$ cat config.mk
export PLATFORM = sky130hd
export DESIGN_NAME = seq_detect_arbiter
export DESIGN_NICKNAME = d
export VERILOG_FILES = /design/src/rtl/seq_arb_pkg.sv /design/src/rtl/seq_detect_arbiter_detector.sv /design/src/rtl/seq_detect_arbiter.sv
export SDC_FILE = /design/constraint.sdc
export NUM_CORES = 1
export LEC_CHECK = 0
export BUFFER_PORTS_ARGS = -buffer_cell sky130_fd_sc_hd__buf_2
export CORE_ASPECT_RATIO = 1.4
export CORE_MARGIN = 8
export CORE_UTILIZATION = 35
export CTS_CLUSTER_SIZE = 14
export DETAILED_ROUTE_END_ITERATION = 8
export GPL_ROUTABILITY_DRIVEN = 0
export SKIP_CTS_REPAIR_TIMING = 1
export SLEW_MARGIN = 20
export SYNTH_ARGS = -nofsm -noshare
export SYNTH_HDL_FRONTEND = slang
export SYNTH_HIERARCHICAL = 1
export SYNTH_SLANG_ARGS = --single-unit
$ cat constraint.sdc
create_clock -name i_clk -period 5.6 [get_ports i_clk]
set_input_delay 1.12 -clock i_clk [delete_from_list [all_inputs] [get_ports i_clk]]
set_output_delay 1.12 -clock i_clk [all_outputs]
set_load 0.01 [all_outputs]
$ cat src/rtl/seq_arb_pkg.sv
// seq_arb_pkg: shared state encoding, default parameters and helpers for seq_detect_arbiter
package seq_arb_pkg;

    typedef enum logic [1:0] {IDLE = 2'd0, RUN = 2'd1, DONE = 2'd2} state_e;

    localparam int N_DEF         = 4;
    localparam int FRAME_LEN_DEF = 8;
    localparam int PAT_W_DEF     = 3;
    localparam int CNT_W_DEF     = 4;

    function automatic int clog2(input int v);
        int r;
        r = 0;
        for (int i = 0; i < 31; i++)
            if ((1 << r) < v) r++;
        return r;
    endfunction

    // first set request searching upward from ptr, wrapping at n (n <= 8)
    function automatic logic [2:0] rr_pick(input logic [7:0] req, input logic [2:0] ptr, input int n);
        logic [2:0] r;
        logic f;
        int j;
        r = '0;
        f = 1'b0;
        for (int i = 0; i < 8; i++) begin
            j = (int'(ptr) + i) % n;
            if (!f && i < n && req[j]) begin
                r = 3'(j);
                f = 1'b1;
            end
        end
        return r;
    endfunction

endpackage

$ cat src/rtl/seq_detect_arbiter_detector.sv
// pattern_detector: serial pattern matcher with history shift register and fill counter
// Ports: i_clk, i_rst_n (async active-low), i_clr (sync clear), i_valid/i_bit (serial sample),
//        i_pattern (MSB is oldest bit), o_match (combinational, this sample completes a match),
//        o_hit (registered pulse one cycle after the matching sample).
// Macro SEQ_ARB_OVERLAP_EN: defined keeps history after a match (overlapping matches);
//        undefined clears history and fill on a match so the completing bit is not reused.
module pattern_detector
    import seq_arb_pkg::*;
#(
    parameter int PAT_W = PAT_W_DEF
) (
    input  logic             i_clk,
    input  logic             i_rst_n,
    input  logic             i_clr,
    input  logic             i_valid,
    input  logic             i_bit,
    input  logic [PAT_W-1:0] i_pattern,
    output logic             o_match,
    output logic             o_hit
);

    logic [PAT_W-1:0] r_hist;
    logic [3:0]       r_fill;
    logic [PAT_W-1:0] w_hist_n;
    logic [3:0]       w_fill_n;

    assign w_hist_n = PAT_W'({r_hist, i_bit});
    assign w_fill_n = r_fill + 4'(r_fill < 4'(PAT_W));
    assign o_match  = i_valid && (w_fill_n >= 4'(PAT_W)) && (w_hist_n == i_pattern);

    always_ff @(posedge i_clk or negedge i_rst_n) begin
        if (!i_rst_n) begin
            r_hist <= '0;
            r_fill <= '0;
            o_hit  <= 1'b0;
        end else if (i_clr) begin
            r_hist <= '0;
            r_fill <= '0;
            o_hit  <= 1'b0;
        end else begin
            o_hit <= o_match;
            if (i_valid) begin
`ifdef SEQ_ARB_OVERLAP_EN
                r_hist <= w_hist_n;
                r_fill <= w_fill_n;
`else
                r_hist <= o_match ? '0 : w_hist_n;
                r_fill <= o_match ? '0 : w_fill_n;
`endif
            end
        end
    end

endmodule

$ cat src/rtl/seq_detect_arbiter.sv
// seq_detect_arbiter: round-robin sequencer sharing one pattern detector among N serial requesters
// Ports: i_clk, i_rst_n (async active-low), i_req[N] (level requests), i_din[N] (serial bits),
//        i_cfg_pattern (latched at grant), o_grant (one-hot, registered), o_busy (RUN or DONE),
//        o_hit (match pulse), o_done (frame end pulse), o_done_id / o_match_count (valid with
//        o_done, held until the next one).
// Macro SEQ_ARB_OVERLAP_EN selects overlapping match counting in the detector.
module seq_detect_arbiter
    import seq_arb_pkg::*;
#(
    parameter int N         = N_DEF,
    parameter int ID_W      = clog2(N),
    parameter int FRAME_LEN = FRAME_LEN_DEF,
    parameter int PAT_W     = PAT_W_DEF,
    parameter int CNT_W     = CNT_W_DEF
) (
    input  logic             i_clk,
    input  logic             i_rst_n,
    input  logic [N-1:0]     i_req,
    input  logic [N-1:0]     i_din,
    input  logic [PAT_W-1:0] i_cfg_pattern,
    output logic [N-1:0]     o_grant,
    output logic             o_busy,
    output logic             o_hit,
    output logic             o_done,
    output logic [ID_W-1:0]  o_done_id,
    output logic [CNT_W-1:0] o_match_count
);

    localparam logic [1:0] S_IDLE = 2'(IDLE);
    localparam logic [1:0] S_RUN  = 2'(RUN);
    localparam logic [1:0] S_DONE = 2'(DONE);

    logic [1:0]       r_state;
    logic [ID_W-1:0]  r_rr;
    logic [ID_W-1:0]  r_idx;
    logic [7:0]       r_bit_cnt;
    logic [CNT_W-1:0] r_cnt;
    logic [PAT_W-1:0] r_pat;

    logic [ID_W-1:0]  w_pick;
    logic             w_start;
    logic             w_sample;
    logic             w_last;
    logic             w_match;
    logic [CNT_W-1:0] w_cnt_n;

    assign w_pick   = ID_W'(rr_pick(8'(i_req), 3'(r_rr), N));
    assign w_start  = (r_state == S_IDLE) && (|i_req);
    assign w_sample = (r_state == S_RUN);
    assign w_last   = w_sample && (r_bit_cnt == 8'(FRAME_LEN - 1));
    // the completing bit's match is folded in on the same edge so the last-bit hit is counted
    assign w_cnt_n  = (w_match && r_cnt != '1) ? r_cnt + 1'b1 : r_cnt;
    assign o_busy   = (r_state != S_IDLE);

    pattern_detector #(.PAT_W(PAT_W)) u_det (
        .i_clk    (i_clk),
        .i_rst_n  (i_rst_n),
        .i_clr    (w_start),
        .i_valid  (w_sample),
        .i_bit    (i_din[r_idx]),
        .i_pattern(r_pat),
        .o_match  (w_match),
        .o_hit    (o_hit)
    );

    always_ff @(posedge i_clk or negedge i_rst_n) begin
        if (!i_rst_n) begin
            r_state       <= S_IDLE;
            r_rr          <= '0;
            r_idx         <= '0;
            r_bit_cnt     <= '0;
            r_cnt         <= '0;
            r_pat         <= '0;
            o_grant       <= '0;
            o_done        <= 1'b0;
            o_done_id     <= '0;
            o_match_count <= '0;
        end else begin
            o_done <= w_last;
            if (w_start) begin
                r_state   <= S_RUN;
                r_idx     <= w_pick;
                o_grant   <= N'(1) << w_pick;
                r_pat     <= i_cfg_pattern;
                r_bit_cnt <= '0;
                r_cnt     <= '0;
            end else if (w_sample) begin
                r_bit_cnt <= r_bit_cnt + 1'b1;
                r_cnt     <= w_cnt_n;
                if (w_last) begin
                    r_state       <= S_DONE;
                    o_grant       <= '0;
                    o_done_id     <= r_idx;
                    o_match_count <= w_cnt_n;
                    r_rr          <= (r_idx == ID_W'(N - 1)) ? '0 : r_idx + 1'b1;
                end
            end else if (r_state == S_DONE) begin
                r_state <= S_IDLE;
            end
        end
    end

endmodule

# [Word level (Yosys, flattened, before mapping)]
# Index checks and enable logic that the tools add are counted.
[classes] shifts=1 n_mux=40 n_reduce_logical=23 n_addsub=7 n_lt_le_gt_ge=7 n_eq_ne=7 bitwise=4
[op_table] op="two-way mux 4 bit" n=9
[op_table] op="two-way mux 2 bit" n=12
[op_table] op="two-way mux 8 bit" n=2
[op_table] op="less-than comparator 3 x 5 -> 1 bit (second input constant)" n=3
[op_table] op="two-way mux 1 bit" n=12
[op_table] op="binary-select mux 1 bit (select 3 bit)" n=3
[op_table] op="adder 8 x 1 -> 8 bit (second input constant)" n=1
[op_table] op="equality test 8 x 3 -> 1 bit (second input constant)" n=1
[op_table] op="logical AND 1 bit" n=8
[op_table] op="nonzero test 2 bit" n=3
[op_table] op="OR reduction 2 bit" n=3
[op_table] op="adder 2 x 1 -> 2 bit (second input constant)" n=2
[op_table] op="adder 2 bit (second input constant)" n=2
[op_table] op="adder 4 x 1 -> 4 bit" n=1
[op_table] op="adder 4 x 1 -> 4 bit (second input constant)" n=1
[op_table] op="binary-select mux 1 bit (select 2 bit)" n=2
[op_table] op="equality test 2 bit (second input constant)" n=2
[op_table] op=">= comparator 4 x 2 -> 1 bit (second input constant)" n=1
[op_table] op="less-than comparator 2 x 4 -> 1 bit (second input constant)" n=1
[op_table] op="less-than comparator 4 x 2 -> 1 bit (second input constant)" n=1
[op_table] op="!= test 4 bit (second input constant)" n=1
[op_table] op="AND reduction 2 bit" n=2
[op_table] op="OR reduction 4 bit" n=1
[op_table] op="<< shifter 1 x 2 -> 4 bit (first input constant)" n=1
[op_table] op="other kinds (10)" n=14
[word_totals] inputBits=13 reg_bits=39 output_inout_bits=13

# [Logic depth before layout (Yosys ltp)]
# Gate-level depths: netlist (run 1).
[logic_depth] ltp_word=16 ltp_mapped=9

# [Hierarchy]
# The synthesis (run 1) kept the hierarchy.
[modules_own_cells] mod="seq_detect_arbiter" n_inst=1 cells_each=154 area_each_um2=1521.5
[modules_own_cells] mod="pattern_detector" n_inst=1 cells_each=39 area_each_um2=445.4

# [Least setup slack after synthesis (run 1)]
# OpenSTA, ideal clock, no wires.
[synth_path] path_kind="input to register" from="in i_din[3]" to="reg r_cnt[0]" t_required_ns=5.475 setup_ns=0.125 arrival_time_ns=2.700 path_buffers=0 path_stages=7 path_slack_ns=2.776 path_cell_list="mux4_2 xnor2_2 nand4_1 nor2_1 nand2_1 a21o_1 mux2_2"
[synth_via] elab_chain_len=8
[synth_lines] item="from (decl)" line_no="seq_detect_arbiter.sv:19" source="input logic [N-1:0] i_din,"
[synth_lines] item="binary-select mux 1 bit (select 2 bit)" line_no="seq_detect_arbiter.sv:60" source=".i_bit (i_din[r_idx]),"
[synth_lines] item="two-way mux 1 bit (implied by the code)" line_no="seq_detect_arbiter.sv:60"
[synth_lines] item="equality test 3 bit" line_no="seq_detect_arbiter_detector.sv:29" source="assign o_match = i_valid && (w_fill_n >= 4'(PAT_W)) && (w_hist_n == i_pattern);"
[synth_lines] item="logical AND 1 bit" line_no="seq_detect_arbiter_detector.sv:29"
[synth_lines] item="net w_match" line_no="seq_detect_arbiter.sv:44" source="logic w_match;"
[synth_lines] item="logical AND 1 bit" line_no="seq_detect_arbiter.sv:52" source="assign w_cnt_n = (w_match && r_cnt != '1) ? r_cnt + 1'b1 : r_cnt;"
[synth_lines] item="two-way mux 4 bit" line_no="seq_detect_arbiter.sv:52"
[synth_lines] item="two-way mux 4 bit" line_no="seq_detect_arbiter.sv:87" source="end else if (w_sample) begin"
[synth_lines] item="two-way mux 4 bit" line_no="seq_detect_arbiter.sv:80" source="if (w_start) begin"
[synth_lines] item="to (signal assigned)" line_no="seq_detect_arbiter.sv:89" source="r_cnt <= w_cnt_n;"
[synth_lines] item="to (decl)" line_no="seq_detect_arbiter.sv:37" source="logic [CNT_W-1:0] r_cnt;"
# The timed path passes the listed nets, and every way through them passes these cells. The select of a mux whose other input is x is not followed.
# A chain may end at the register's enable or synchronous reset.

# [Final worst setup path (run 1)]
[layout_path] from="in i_din[2]" to="reg r_cnt[0]"
# The elaborated chain is that of the path after synthesis.

==> metrics.txt, run 1 <==
# TYPE chip_impl_metric gauge
chip_impl_info{name="run_status",value="completed"} 1
chip_impl_metric{name="grt_start_max_net_pins",unit=""} 40
chip_impl_metric{name="grt_first_pass_wirelength",unit="um"} 7420
chip_impl_metric{name="min_period_over_period",unit="%"} 50.5
chip_impl_metric{name="arrival",unit="ns"} 3.01
chip_impl_metric{name="yosysSeqAreaShare",unit="%"} 49.6
chip_impl_metric{name="layout-drive-gt1-share",unit="%"} 20.5
chip_impl_metric{name="core",unit="sq mm"} 0.00549
chip_impl_metric{name="post_synth_instance_area",unit="sq mm"} 0.00197
chip_impl_metric{name="yosysUniqueCellTypes",unit=""} 49
chip_impl_info{name="post_synth_main_area_contributors",value="sky130_fd_sc_hd__dfrtp_1, sky130_fd_sc_hd__nand2_1, sky130_fd_sc_hd__o21ai_0"} 1
chip_impl_metric{name="syn-num-nets",unit=""} 211
chip_impl_info{name="synth_most_common_cell",value="sky130_fd_sc_hd__dfrtp_1"} 1
chip_impl_metric{name="initial_antenna_violation_count",unit=""} 0
chip_impl_metric{name="htree_num_levels",unit=""} 2
chip_impl_metric{name="start_util",unit="%"} 35.9
chip_impl_metric{name="maxClockFrequency",unit="MHz"} 353
chip_impl_metric{name="first_global_vias",unit=""} 1578
chip_impl_metric{name="place_ws",unit="ns"} 2.45
chip_impl_metric{name="postPlaceCellArea",unit="sq mm"} 0.00213
chip_impl_metric{name="synthesis.area_per_instance",unit="sq um"} 10.2
chip_impl_metric{name="ys_warn_count",unit=""} 6
chip_impl_metric{name="die-height",unit="um"} 105
chip_impl_info{name="crit_type",value="in2reg"} 1
chip_impl_metric{name="gr-usage-all-layers",unit="%"} 11.0
chip_impl_metric{name="finalWorstSetupSlack",unit="ns"} 2.77
chip_impl_metric{name="cts_buffer_depth",unit=""} 2
chip_impl_info{name="netlist_top_cells_count",value="sky130_fd_sc_hd__dfrtp_1, sky130_fd_sc_hd__nand2_1, sky130_fd_sc_hd__o21ai_0"} 1
chip_impl_metric{name="drt-vias-per-instance",unit=""} 5.34
chip_impl_metric{name="count_of_state_elements_after_synthesis",unit=""} 39
chip_impl_metric{name="final_net_count",unit=""} 236
chip_impl_metric{name="cts.clk_slew.worst_paths",unit="ns"} 0.08
chip_impl_info{name="worst_hold_path_type",value="reg2reg"} 1
chip_impl_info{name="clock_tree_from_tritoncts",value="yes"} 1
chip_impl_metric{name="wl_per_cell",unit="um"} 14.6
chip_impl_info{name="grt.busiest_layer",value="met2"} 1
chip_impl_info{name="cp_startpoint_kind",value="input port"} 1
chip_impl_metric{name="layout_min_cycle_time",unit="ns"} 2.83
chip_impl_metric{name="synth-edff-count",unit=""} 0
chip_impl_metric{name="tns",unit="ns"} 0
chip_impl_metric{name="vias",unit=""} 1534
chip_impl_info{name="yosysTopAreaCell",value="sky130_fd_sc_hd__dfrtp_1"} 1
chip_impl_metric{name="power_density",unit="mW/mm^2"} 350
chip_impl_metric{name="rows",unit=""} 32
chip_impl_metric{name="met2_usage",unit="%"} 17.9
chip_impl_metric{name="tightest_slew",unit="ns"} 0.880
chip_impl_info{name="clockRootBuffer",value="sky130_fd_sc_hd__clkbuf_8"} 1
chip_impl_metric{name="post-route-cell-area",unit="sq mm"} 0.00225
chip_impl_metric{name="peakVddDrop",unit="uV"} 98.0
chip_impl_metric{name="timing.clock.skew",unit="ns"} 0.00638
chip_impl_metric{name="power.leakage",unit="nW"} 1.05
chip_impl_metric{name="cts_buffers",unit=""} 5
chip_impl_metric{name="antenna_violating_nets_post_route",unit=""} 0
chip_impl_metric{name="timing.max_slew.rel_slack",unit="%"} 41.4
chip_impl_metric{name="n_antenna_cell",unit=""} 0
chip_impl_metric{name="dp_hpwl",unit="um"} 2950
chip_impl_metric{name="drcViolationCount",unit=""} 0
chip_impl_metric{name="worst_ep_required",unit="ns"} 5.78
chip_impl_info{name="ys.flop_type",value="sky130_fd_sc_hd__dfrtp_1"} 1
chip_impl_metric{name="global_route_met1_utilization",unit="%"} 12.7
chip_impl_metric{name="area_growth",unit="%"} 14.4
chip_impl_metric{name="postRouteWirelength",unit="um"} 4180
chip_impl_metric{name="hold_violations",unit=""} 0
chip_impl_metric{name="overflow",unit=""} 0
chip_impl_metric{name="netlist_instances",unit=""} 193
chip_impl_metric{name="drt_pre_antenna_iters",unit=""} 4
chip_impl_metric{name="clock_sinks",unit=""} 39
chip_impl_metric{name="report.final.slew_viol_count",unit=""} 0
chip_impl_metric{name="drv.max_cap_violation_count",unit=""} 0
chip_impl_metric{name="detail_route.iter0.violations",unit=""} 65
chip_impl_metric{name="grt_util_met3",unit="%"} 3.60
chip_impl_info{name="grt_setup_unrepaired",value="false"} 1
chip_impl_metric{name="floorplan.die_area",unit="sq mm"} 0.00831
chip_impl_metric{name="path_max_fanout",unit=""} 4
chip_impl_metric{name="synth_top_area_share",unit="%"} 49.6
chip_impl_metric{name="io-pin-count",unit=""} 26
chip_impl_metric{name="async_reset_ff_share",unit="%"} 100
chip_impl_metric{name="timing.final.setup_violations",unit=""} 0
chip_impl_info{name="setup.worst_path.end_class",value="register"} 1
chip_impl_metric{name="numPortBuffers",unit=""} 25
chip_impl_metric{name="fp.dieW",unit="um"} 79.4
chip_impl_metric{name="clkLatencyLatePin",unit="ns"} 0.29
==> critical path, cell delays in order <==
cell	delay, ns
sky130_fd_sc_hd__buf_2	0.11
sky130_fd_sc_hd__mux4_2	0.50
sky130_fd_sc_hd__xnor2_2	0.17
sky130_fd_sc_hd__nand4_1	0.20
sky130_fd_sc_hd__nor2_1	0.26
sky130_fd_sc_hd__nand2_1	0.18
sky130_fd_sc_hd__a21o_1	0.22
sky130_fd_sc_hd__mux2_2	0.25
==> registers in the layout, summed over array words and instances (netlist names), 2 cells and up <==
signal	flops
o_done_id	2
o_grant	4
o_match_count	4
r_bit_cnt	8
r_cnt	4
r_idx	2
r_pat	3
r_rr	2
r_state	2
u_det/r_fill	4
u_det/r_hist	2
==> routing by layer <==
| metal | routed length [um] | vias up |
|---|---|---|
| met5 | 0 | - |
| met4 | 53 | 0 |
| met3 | 223 | 4 |
| met2 | 2050 | 34 |
| met1 | 1850 | 746 |
| li1 | - | 750 |
==> kinds of logic after synthesis <==
kind of cell	after synthesis	synth area share, %
flops	39	49.6
xor+xnor	4	2.16
fa+ha+maj	5	3.18
compound gates	48	18.5
buf+inv	16	4.20
simple gates	75	18.6
mux	6	3.75
==> final timing paths <==
kind	cells past startpoint	startpoint	end	slack [ns]
min reg2reg	2	o_match_count[2]	o_match_count[2]	0.48
min	2	o_match_count[2]	o_match_count[2]	0.48
max reg2reg	7	r_idx[0]	r_cnt[0]	3.18
max	8	i_din[2]	r_cnt[0]	2.77
min in group asynchronous	1	i_rst_n	o_match_count[3]	0.94
max in group asynchronous	1	i_rst_n	r_rr[1]	4.11
==> where the power goes <==
part | switching [mW] | internal [mW]
logic | 0.0879 | 0.0961
registers | 0.0380 | 0.320
clock network | 0.101 | 0.144
==> final cells by class <==
cell class                 count  area (sq um)
inverter                       9          38.8
timing repair buffer          25           125
tap                           68          85.1
sequential                    39           976
clock buffer                   6          82.6
multi-input combinational    138           908
clock inverter                 2          35.0
fill                         533          3230
==> stage by stage <==
| step | hold WS, ns | power, mW | util (%) | instances |
|---|---|---|---|---|
| 6_report | 0.478 | 0.788 | 41.0 | 287 |
| 5_1_grt | 0.528 | 0.834 | 41.0 | 287 |
| 4_1_cts | 0.486 | 0.796 | 41.0 | 287 |
| 3_5_place_dp | 0.466 | 0.549 | 38.9 | 279 |
| 3_3_place_gp | 0.458 | 0.545 | 38.9 | 279 |
| 2_1_floorplan | 0.456 | 0.502 | - | 193 |
==> cells in the final DEF (no fill, tap or decap), types with 2 or more instances in the layout <==
cell type,instances
sky130_fd_sc_hd__nand2_1,36
sky130_fd_sc_hd__or2_2,2
sky130_fd_sc_hd__and3_1,2
sky130_fd_sc_hd__nand2b_1,2
sky130_fd_sc_hd__o211ai_1,2
sky130_fd_sc_hd__nand3_1,5
sky130_fd_sc_hd__a21oi_1,3
sky130_fd_sc_hd__clkbuf_8,6
sky130_fd_sc_hd__mux2i_1,4
sky130_fd_sc_hd__nand4_1,5
sky130_fd_sc_hd__xnor2_1,2
sky130_fd_sc_hd__or4_1,2
sky130_fd_sc_hd__ha_1,5
sky130_fd_sc_hd__inv_1,6
sky130_fd_sc_hd__nand3b_1,3
sky130_fd_sc_hd__a2111oi_4,2
sky130_fd_sc_hd__nor2_1,9
sky130_fd_sc_hd__a32o_1,4
sky130_fd_sc_hd__o31ai_1,2
sky130_fd_sc_hd__o21a_1,2
sky130_fd_sc_hd__dfrtp_1,39
sky130_fd_sc_hd__buf_2,25
sky130_fd_sc_hd__o21ai_1,3
sky130_fd_sc_hd__o21ai_0,16
sky130_fd_sc_hd__nor3_1,2
sky130_fd_sc_hd__o32ai_1,4
sky130_fd_sc_hd__a211oi_1,2
sky130_fd_sc_hd__a31oi_1,2
Power figures use the tool's default switching activity.
==> inputs of run 2 (changes only) <==
Settings changed: ABC_AREA set to 1.
Clock period 5.6 ns to 2.5 ns, I/O delays scaled along.
==> run 2 against run 1 <==
Sequential share of layout area decreased by 5.9 points. Non-clock buffer count increased by 4. Clock power increased by 120%. First-iteration DRC count increased by 6.2%. Combinational power increased to 2.6 times the previous value. Clock skew increased by 0.0031 ns. Via count increased by 23%. Sequential cell count unchanged. Global-route usage about the same. Die area increased by 13%. Largest power group unchanged.
==> metrics.txt, run 2 <==
# TYPE chip_impl_metric gauge
chip_impl_info{name="final_common_cell",value="sky130_fd_sc_hd__nand2_1"} 1
chip_impl_metric{name="clock_power_share",unit="%"} 30.3
chip_impl_metric{name="io-pin-count",unit=""} 26
chip_impl_info{name="clockRootBuffer",value="sky130_fd_sc_hd__clkbuf_8"} 1
chip_impl_info{name="critical_path.endpoint",value="o_match_count[3]"} 1
chip_impl_metric{name="timing.final.setup_violations",unit=""} 0
chip_impl_metric{name="tightest_slew",unit="ns"} 0.869
chip_impl_metric{name="timing.max_slew.rel_slack",unit="%"} 42.1
chip_impl_metric{name="detail_route.iter0.violations",unit=""} 69
chip_impl_metric{name="syn-num-nets",unit=""} 301
chip_impl_info{name="r2r_end",value="o_match_count[3]"} 1
chip_impl_metric{name="path_max_fanout",unit=""} 8
chip_impl_metric{name="n_antenna_cell",unit=""} 0
chip_impl_metric{name="layout-drive-gt1-share",unit="%"} 25.1
chip_impl_metric{name="crit_buf_inv",unit=""} 4
chip_impl_metric{name="share_seq_of_total_power",unit="%"} 42.9
chip_impl_metric{name="die-height",unit="um"} 111
chip_impl_metric{name="post_synth_instance_area",unit="sq mm"} 0.00227
chip_impl_metric{name="post_synth_xor_area_fraction",unit="%"} 1.16
chip_impl_metric{name="postRouteWirelength",unit="um"} 4960
chip_impl_metric{name="share_comb_of_total_power",unit="%"} 26.8
chip_impl_info{name="most-common-layout-cells",value="sky130_fd_sc_hd__nand2_1, sky130_fd_sc_hd__inv_1, sky130_fd_sc_hd__dfrtp_1"} 1
chip_impl_metric{name="largest_reg_flops",unit=""} 8
chip_impl_metric{name="finalWorstSetupSlack",unit="ns"} 0.161
chip_impl_metric{name="start_util",unit="%"} 36.3
chip_impl_metric{name="postLayoutCoreUtil",unit="%"} 41.6
chip_impl_metric{name="cts_buffers",unit=""} 5
chip_impl_metric{name="fp.dieW",unit="um"} 84.0
chip_impl_info{name="netlist_top_cells_count",value="sky130_fd_sc_hd__nand2_1, sky130_fd_sc_hd__inv_1, sky130_fd_sc_hd__dfrtp_1"} 1
chip_impl_metric{name="synth-edff-count",unit=""} 0
chip_impl_info{name="synth_most_common_cell",value="sky130_fd_sc_hd__nand2_1"} 1
chip_impl_metric{name="min_period_over_period",unit="%"} 93.5
chip_impl_metric{name="clkLatencyLatePin",unit="ns"} 0.30
chip_impl_info{name="most_flops_register",value="r_bit_cnt"} 1
chip_impl_metric{name="area_growth",unit="%"} 14.7
chip_impl_metric{name="synth_top_area_share",unit="%"} 43.0
chip_impl_metric{name="netlist_instances",unit=""} 283
chip_impl_metric{name="clock_sinks",unit=""} 39
chip_impl_metric{name="vias",unit=""} 1881
chip_impl_info{name="crit_type",value="reg2reg"} 1
chip_impl_metric{name="grt_first_pass_wirelength",unit="um"} 8670
chip_impl_info{name="ys.flop_type",value="sky130_fd_sc_hd__dfrtp_1"} 1
chip_impl_metric{name="worst_ep_required",unit="ns"} 2.66
chip_impl_info{name="cpMaxStageDelayCell",value="sky130_fd_sc_hd__dfrtp_1"} 1
chip_impl_metric{name="drcViolationCount",unit=""} 0
chip_impl_info{name="setup.worst_path.end_class",value="register"} 1
chip_impl_metric{name="dp_hpwl",unit="um"} 3760
chip_impl_metric{name="wl_met3",unit="um"} 207
chip_impl_metric{name="ys_warn_count",unit=""} 6
chip_impl_metric{name="async_reset_ff_share",unit="%"} 100
chip_impl_info{name="crit-reg2reg-launch",value="u_det/r_fill[1]"} 1
chip_impl_metric{name="drt-vias-per-instance",unit=""} 4.86
chip_impl_metric{name="wl_per_cell",unit="um"} 12.8
chip_impl_metric{name="gr-usage-all-layers",unit="%"} 11.0
chip_impl_metric{name="synthesis.area_per_instance",unit="sq um"} 8.02
chip_impl_metric{name="overflow",unit=""} 0
chip_impl_metric{name="synth_simple_gate_area_share",unit="%"} 31.3
chip_impl_metric{name="htree_num_levels",unit=""} 2
chip_impl_info{name="cp_startpoint_kind",value="register"} 1
chip_impl_metric{name="synthMuxAreaShare",unit="%"} 0
chip_impl_info{name="worst_hold_path_type",value="in2async"} 1
chip_impl_metric{name="place_ws",unit="ns"} 0.106
chip_impl_metric{name="numPortBuffers",unit=""} 25
chip_impl_metric{name="arrival",unit="ns"} 2.50
chip_impl_info{name="largest_family_of_logic_cells_by_synthesized_area",value="simple AND/OR/NAND/NOR gates"} 1
chip_impl_info{name="run_status",value="completed"} 1
chip_impl_metric{name="final_net_count",unit=""} 332
chip_impl_info{name="path_delay_family",value="simple AND/OR/NAND/NOR gates"} 1
chip_impl_metric{name="maxClockFrequency",unit="MHz"} 428
chip_impl_metric{name="rows",unit=""} 34
chip_impl_metric{name="cp_num_cells",unit=""} 15
chip_impl_metric{name="cts_buffer_depth",unit=""} 2
chip_impl_info{name="top_layer_used",value="met4"} 1
chip_impl_metric{name="layout_min_cycle_time",unit="ns"} 2.34
chip_impl_metric{name="worst_r2r_path_depth",unit=""} 15
chip_impl_metric{name="hold_violations",unit=""} 0
chip_impl_metric{name="floorplan.die_area",unit="sq mm"} 0.00935
chip_impl_metric{name="drv.max_cap_violation_count",unit=""} 0
chip_impl_metric{name="timing.clock.skew",unit="ns"} 0.00953
chip_impl_metric{name="power_density",unit="mW/mm^2"} 679
chip_impl_info{name="yosysTopAreaCell",value="sky130_fd_sc_hd__dfrtp_1"} 1
chip_impl_info{name="timing.critical_path.mode_cell",value="sky130_fd_sc_hd__inv_1"} 1
chip_impl_metric{name="report.final.slew_viol_count",unit=""} 0
chip_impl_info{name="clock_tree_from_tritoncts",value="yes"} 1
chip_impl_metric{name="initial_antenna_violation_count",unit=""} 0
chip_impl_metric{name="fraction_of_the_mapped_netlist_area_in_compound_gates",unit="%"} 11.9
chip_impl_metric{name="max_stage_delay",unit="ns"} 0.38
chip_impl_metric{name="internal-power",unit="mW"} 1.19
chip_impl_metric{name="m1WireLength",unit="um"} 2070
chip_impl_metric{name="yosysSeqAreaShare",unit="%"} 43.0
chip_impl_metric{name="first_global_vias",unit=""} 1935
chip_impl_metric{name="core",unit="sq mm"} 0.00625
chip_impl_metric{name="count_of_state_elements_after_synthesis",unit=""} 39
chip_impl_metric{name="drt_pre_antenna_iters",unit=""} 4
chip_impl_info{name="setup.worst_path.start",value="u_det/r_fill[1]"} 1
chip_impl_info{name="post_synth_main_area_contributors",value="sky130_fd_sc_hd__dfrtp_1, sky130_fd_sc_hd__nand2_1, sky130_fd_sc_hd__inv_1"} 1
chip_impl_metric{name="wl_met2",unit="um"} 2600
chip_impl_metric{name="antenna_violating_nets_post_route",unit=""} 0
chip_impl_metric{name="total_switching_power",unit="mW"} 0.575
chip_impl_metric{name="cts.clk_slew.worst_paths",unit="ns"} 0.09
chip_impl_metric{name="peakVddDrop",unit="uV"} 346
chip_impl_metric{name="yosysUniqueCellTypes",unit=""} 32
chip_impl_info{name="timing.critical_path.cells",value="inv_1 > o21ai_1 > inv_1 > ha_1 > ha_1 > nand2_1 > nand2_1 > inv_1 > nor2_2 > nand2_4 > inv_2 > nand2_4 > nor4_4 > xor2_1 > o21ai_0"} 1
chip_impl_metric{name="synth_fa_ha_area_share",unit="%"} 2.76
chip_impl_metric{name="swShare",unit="%"} 32.6
chip_impl_metric{name="setup.reg_to_reg.worst_slack",unit="ns"} 0.16
chip_impl_metric{name="grt_start_max_net_pins",unit=""} 40
chip_impl_metric{name="power.leakage",unit="nW"} 1.41
[run 2: power groups by stage]
stage | Combinational, mW | Sequential [mW] | Clock, mW
after floorplan | 0.319 | 0.760 | 0
after global placement | 0.407 | 0.766 | 0
after detailed placement | 0.418 | 0.769 | 0
after CTS | 0.421 | 0.759 | 0.550
after global routing | 0.548 | 0.765 | 0.573
final | 0.474 | 0.758 | 0.534
[run 2: stage by stage]
step	power, mW	setup TNS, ns	cells	hold WS, ns	cell area (sq um)
4_1_cts	1.73	0	385	0.352	2560
3_5_place_dp	1.19	0	377	0.469	2450
6_report	1.77	0	387	0.313	2600
2_1_floorplan	1.08	0	283	0.204	2270
5_1_grt	1.89	-0.0142	387	0.388	2600
3_3_place_gp	1.17	0	377	0.468	2450
[run 2: cell families after synthesis]
kind of cell               after synthesis
DFF                                     39
adders and majority gates                5
xor gates and xnor gates                 3
and+or+nand+nor                        139
AOI/OAI and AO/OA                       45
buffers and inverters                   52
[run 2: worst min-delay path by stage]
stage / from / endpoint / slack [ns] / depth (start not counted)
after floorplan: i_rst_n / o_done / 0.20 / 0
after global placement: r_pat[1] / r_pat[1] / 0.47 / 2
after detailed placement: o_grant[1] / o_grant[1] / 0.47 / 2
after CTS: i_rst_n / o_match_count[1] / 0.35 / 1
after global routing: i_rst_n / r_bit_cnt[2] / 0.39 / 1
final: i_rst_n / r_bit_cnt[2] / 0.31 / 1
[run 2: cell type report]
type / count / area [sq um]
well taps: 72 / 90.1
inverters: 47 / 176
clock inverters: 3 / 43.8
multi-input cells: 192 / 1090
repair buffers: 29 / 155
fillers: 638 / 3650
clock buffers: 5 / 68.8
flip-flops and latches: 39 / 976
[run 2: per-layer routing]
| metal | up-vias | track usage, % |
|---|---|---|
| li1 | 966 | - |
| met1 | 874 | 11.9 |
| met2 | 35 | 19.6 |
| met3 | 6 | 2.65 |
| met4 | 0 | 4.62 |
| met5 | - | 0 |
==> inputs of run 3 (changes only) <==
Settings changed: ABC_AREA 1 to unset.
==> run 3 against run 2 <==
Via count down 18%. Worst hold slack about the same. First-iteration DRC count up 1.4%. Clock power is 2% higher. Non-clock buffer count grew 4. Combinational power down 11%. Maximum frequency shrank 0.91%. Design area decreased by 11%. Utilization up 0.51 points. Critical endpoint is now r_cnt[0]. Highest routed layer unchanged.
==> metrics.txt, run 3 (synthesis results as in run 1) <==
# TYPE chip_impl_metric gauge
chip_impl_info{name="run_status",value="completed"} 1
chip_impl_metric{name="setup.reg_to_reg.worst_slack",unit="ns"} 0.14
chip_impl_info{name="crit_type",value="reg2reg"} 1
chip_impl_info{name="crit-reg2reg-launch",value="u_det/r_fill[0]"} 1
chip_impl_metric{name="total_power",unit="mW"} 1.77
chip_impl_info{name="clockRootBuffer",value="sky130_fd_sc_hd__clkbuf_8"} 1
chip_impl_metric{name="antenna_violating_nets_post_route",unit=""} 0
chip_impl_metric{name="numPortBuffers",unit=""} 25
chip_impl_metric{name="timing.clock.skew",unit="ns"} 0.00598
chip_impl_metric{name="filler_cell_count",unit=""} 525
chip_impl_metric{name="arrival",unit="ns"} 2.53
chip_impl_metric{name="layout_min_cycle_time",unit="ns"} 2.36
chip_impl_metric{name="area_growth",unit="%"} 17.5
chip_impl_metric{name="overflow",unit=""} 0
chip_impl_metric{name="fp.dieW",unit="um"} 79.4
chip_impl_info{name="setup.worst_path.end_class",value="register"} 1
chip_impl_metric{name="gr-usage-all-layers",unit="%"} 11.1
chip_impl_metric{name="floorplan.die_area",unit="sq mm"} 0.00831
chip_impl_metric{name="largest_reg_flops",unit=""} 8
chip_impl_metric{name="cts_buffer_depth",unit=""} 2
chip_impl_metric{name="hold_violations",unit=""} 0
chip_impl_metric{name="placed_cells_incl_taps",unit=""} 287
chip_impl_metric{name="core",unit="sq mm"} 0.00549
chip_impl_metric{name="io-pin-count",unit=""} 26
chip_impl_info{name="r2r_end",value="r_cnt[0]"} 1
chip_impl_metric{name="peakVddDrop",unit="uV"} 325
chip_impl_info{name="final_common_cell",value="sky130_fd_sc_hd__dfrtp_1"} 1
chip_impl_metric{name="worst_r2r_path_depth",unit=""} 10
chip_impl_metric{name="detail_route.iter0.violations",unit=""} 70
chip_impl_info{name="grt_setup_unrepaired",value="false"} 1
chip_impl_metric{name="layout-drive-gt1-share",unit="%"} 23.3
chip_impl_metric{name="vias",unit=""} 1549
chip_impl_metric{name="maxClockFrequency",unit="MHz"} 424
chip_impl_metric{name="timing.final.setup_violations",unit=""} 0
chip_impl_info{name="worst_hold_path_type",value="in2async"} 1
chip_impl_metric{name="post_layout_nonfiller_instances",unit=""} 295
chip_impl_metric{name="htree_num_levels",unit=""} 2
chip_impl_metric{name="place_ws",unit="ns"} 0.0683
chip_impl_metric{name="power.leakage",unit="nW"} 1.08
chip_impl_metric{name="start_util",unit="%"} 35.9
chip_impl_metric{name="initial_antenna_violation_count",unit=""} 0
chip_impl_metric{name="grt_start_max_net_pins",unit=""} 40
chip_impl_metric{name="worst_ep_required",unit="ns"} 2.67
chip_impl_metric{name="drt-vias-per-instance",unit=""} 5.25
chip_impl_metric{name="rows",unit=""} 32
chip_impl_metric{name="finalWorstSetupSlack",unit="ns"} 0.140
chip_impl_metric{name="power_density",unit="mW/mm^2"} 765
chip_impl_info{name="cp_startpoint_kind",value="register"} 1
chip_impl_metric{name="clkLatencyLatePin",unit="ns"} 0.29
chip_impl_metric{name="cts_buffers",unit=""} 5
chip_impl_info{name="clock_tree_from_tritoncts",value="yes"} 1
chip_impl_metric{name="die-height",unit="um"} 105
chip_impl_metric{name="wl_per_cell",unit="um"} 14.1
chip_impl_metric{name="postRouteWirelength",unit="um"} 4160
chip_impl_metric{name="min_period_over_period",unit="%"} 94.4
chip_impl_metric{name="drv.max_cap_violation_count",unit=""} 0
chip_impl_metric{name="timing.max_slew.rel_slack",unit="%"} 40.7
chip_impl_metric{name="postLayoutCoreUtil",unit="%"} 42.1
chip_impl_metric{name="grt_first_pass_wirelength",unit="um"} 7490
chip_impl_metric{name="final_net_count",unit=""} 244
chip_impl_info{name="most-common-layout-cells",value="sky130_fd_sc_hd__dfrtp_1, sky130_fd_sc_hd__nand2_1, sky130_fd_sc_hd__buf_2"} 1
chip_impl_metric{name="n_antenna_cell",unit=""} 0
chip_impl_metric{name="report.final.slew_viol_count",unit=""} 0
chip_impl_metric{name="dp_hpwl",unit="um"} 3020
chip_impl_metric{name="first_global_vias",unit=""} 1627
chip_impl_metric{name="clock_sinks",unit=""} 39
chip_impl_metric{name="drt_pre_antenna_iters",unit=""} 4
chip_impl_metric{name="tightest_slew",unit="ns"} 0.889
chip_impl_metric{name="path_max_fanout",unit=""} 4
chip_impl_metric{name="tns",unit="ns"} 0
chip_impl_metric{name="drcViolationCount",unit=""} 0
chip_impl_metric{name="cts.clk_slew.worst_paths",unit="ns"} 0.08
chip_impl_info{name="most_flops_register",value="r_bit_cnt"} 1
run 3: changes by cell type in the layout (fill, tap and decap cells not counted), sizes merged, moves of 4 or more:
cell	change
nand3	-20
buf	+4
o22ai	-6
mux2i	+4
a32o	+4
o21ai	-11
nor2	-8
inv	-40
nand2	-50
run 3: how the worst max path moves through the flow:
stage | cells past startpoint | endpoint | slack, ns | start
after CTS | 10 | r_cnt[0] | 0.14 | u_det/r_fill[0]
final | 10 | r_cnt[0] | 0.14 | u_det/r_fill[0]
after global placement | 8 | r_cnt[0] | 0.13 | i_din[2]
after global routing | 10 | r_cnt[0] | 0.02 | u_det/r_fill[3]
after detailed placement | 8 | r_cnt[0] | 0.07 | i_din[2]
after floorplan | 7 | r_cnt[0] | 0.30 | i_din[3]
run 3: routing by layer:
metal	GRT usage (%)	share of wire, %	vias to the layer above
met5	0	0	-
met4	4.39	1.5	0
met3	3.17	5.1	5
met2	18.2	50	25
met1	13.2	44	755
li1	-	-	764
run 3: final cells by class:
cell class / count / area, sq um / area share (%)
sequential: 39 / 976 / 42.2
multi-input combinational: 138 / 908 / 39.3
timing repair buffer: 33 / 185 / 8.01
tap: 68 / 85.1 / 3.68
clock buffer: 6 / 82.6 / 3.57
inverter: 9 / 38.8 / 1.68
clock inverter: 2 / 35.0 / 1.52
run 3: worst max-delay path, stage by stage, from the launching register on:
cell,delay (ns)
sky130_fd_sc_hd__dfrtp_1,0.41
sky130_fd_sc_hd__a211oi_1,0.24
sky130_fd_sc_hd__ha_1,0.21
sky130_fd_sc_hd__ha_1,0.25
sky130_fd_sc_hd__a211o_1,0.34
sky130_fd_sc_hd__nand4_1,0.16
sky130_fd_sc_hd__nor2_1,0.11
sky130_fd_sc_hd__nand2_1,0.10
sky130_fd_sc_hd__buf_4,0.13
sky130_fd_sc_hd__nor2_1,0.05
sky130_fd_sc_hd__mux2_2,0.25
run 3: where the power goes:
part           switching [mW]  leakage [nW]  internal, mW
combinational           0.198         0.556         0.222
sequential             0.0868         0.465         0.717
clock                   0.221        0.0612         0.323
total                   0.505          1.08          1.26
run 3: stage by stage:
step                hold slack, ns  area (sq um)
floorplan                    0.204          1970
global placement             0.457          2190
detailed placement           0.463          2190
CTS                          0.361          2310
global route                 0.392          2310
finish                       0.313          2310
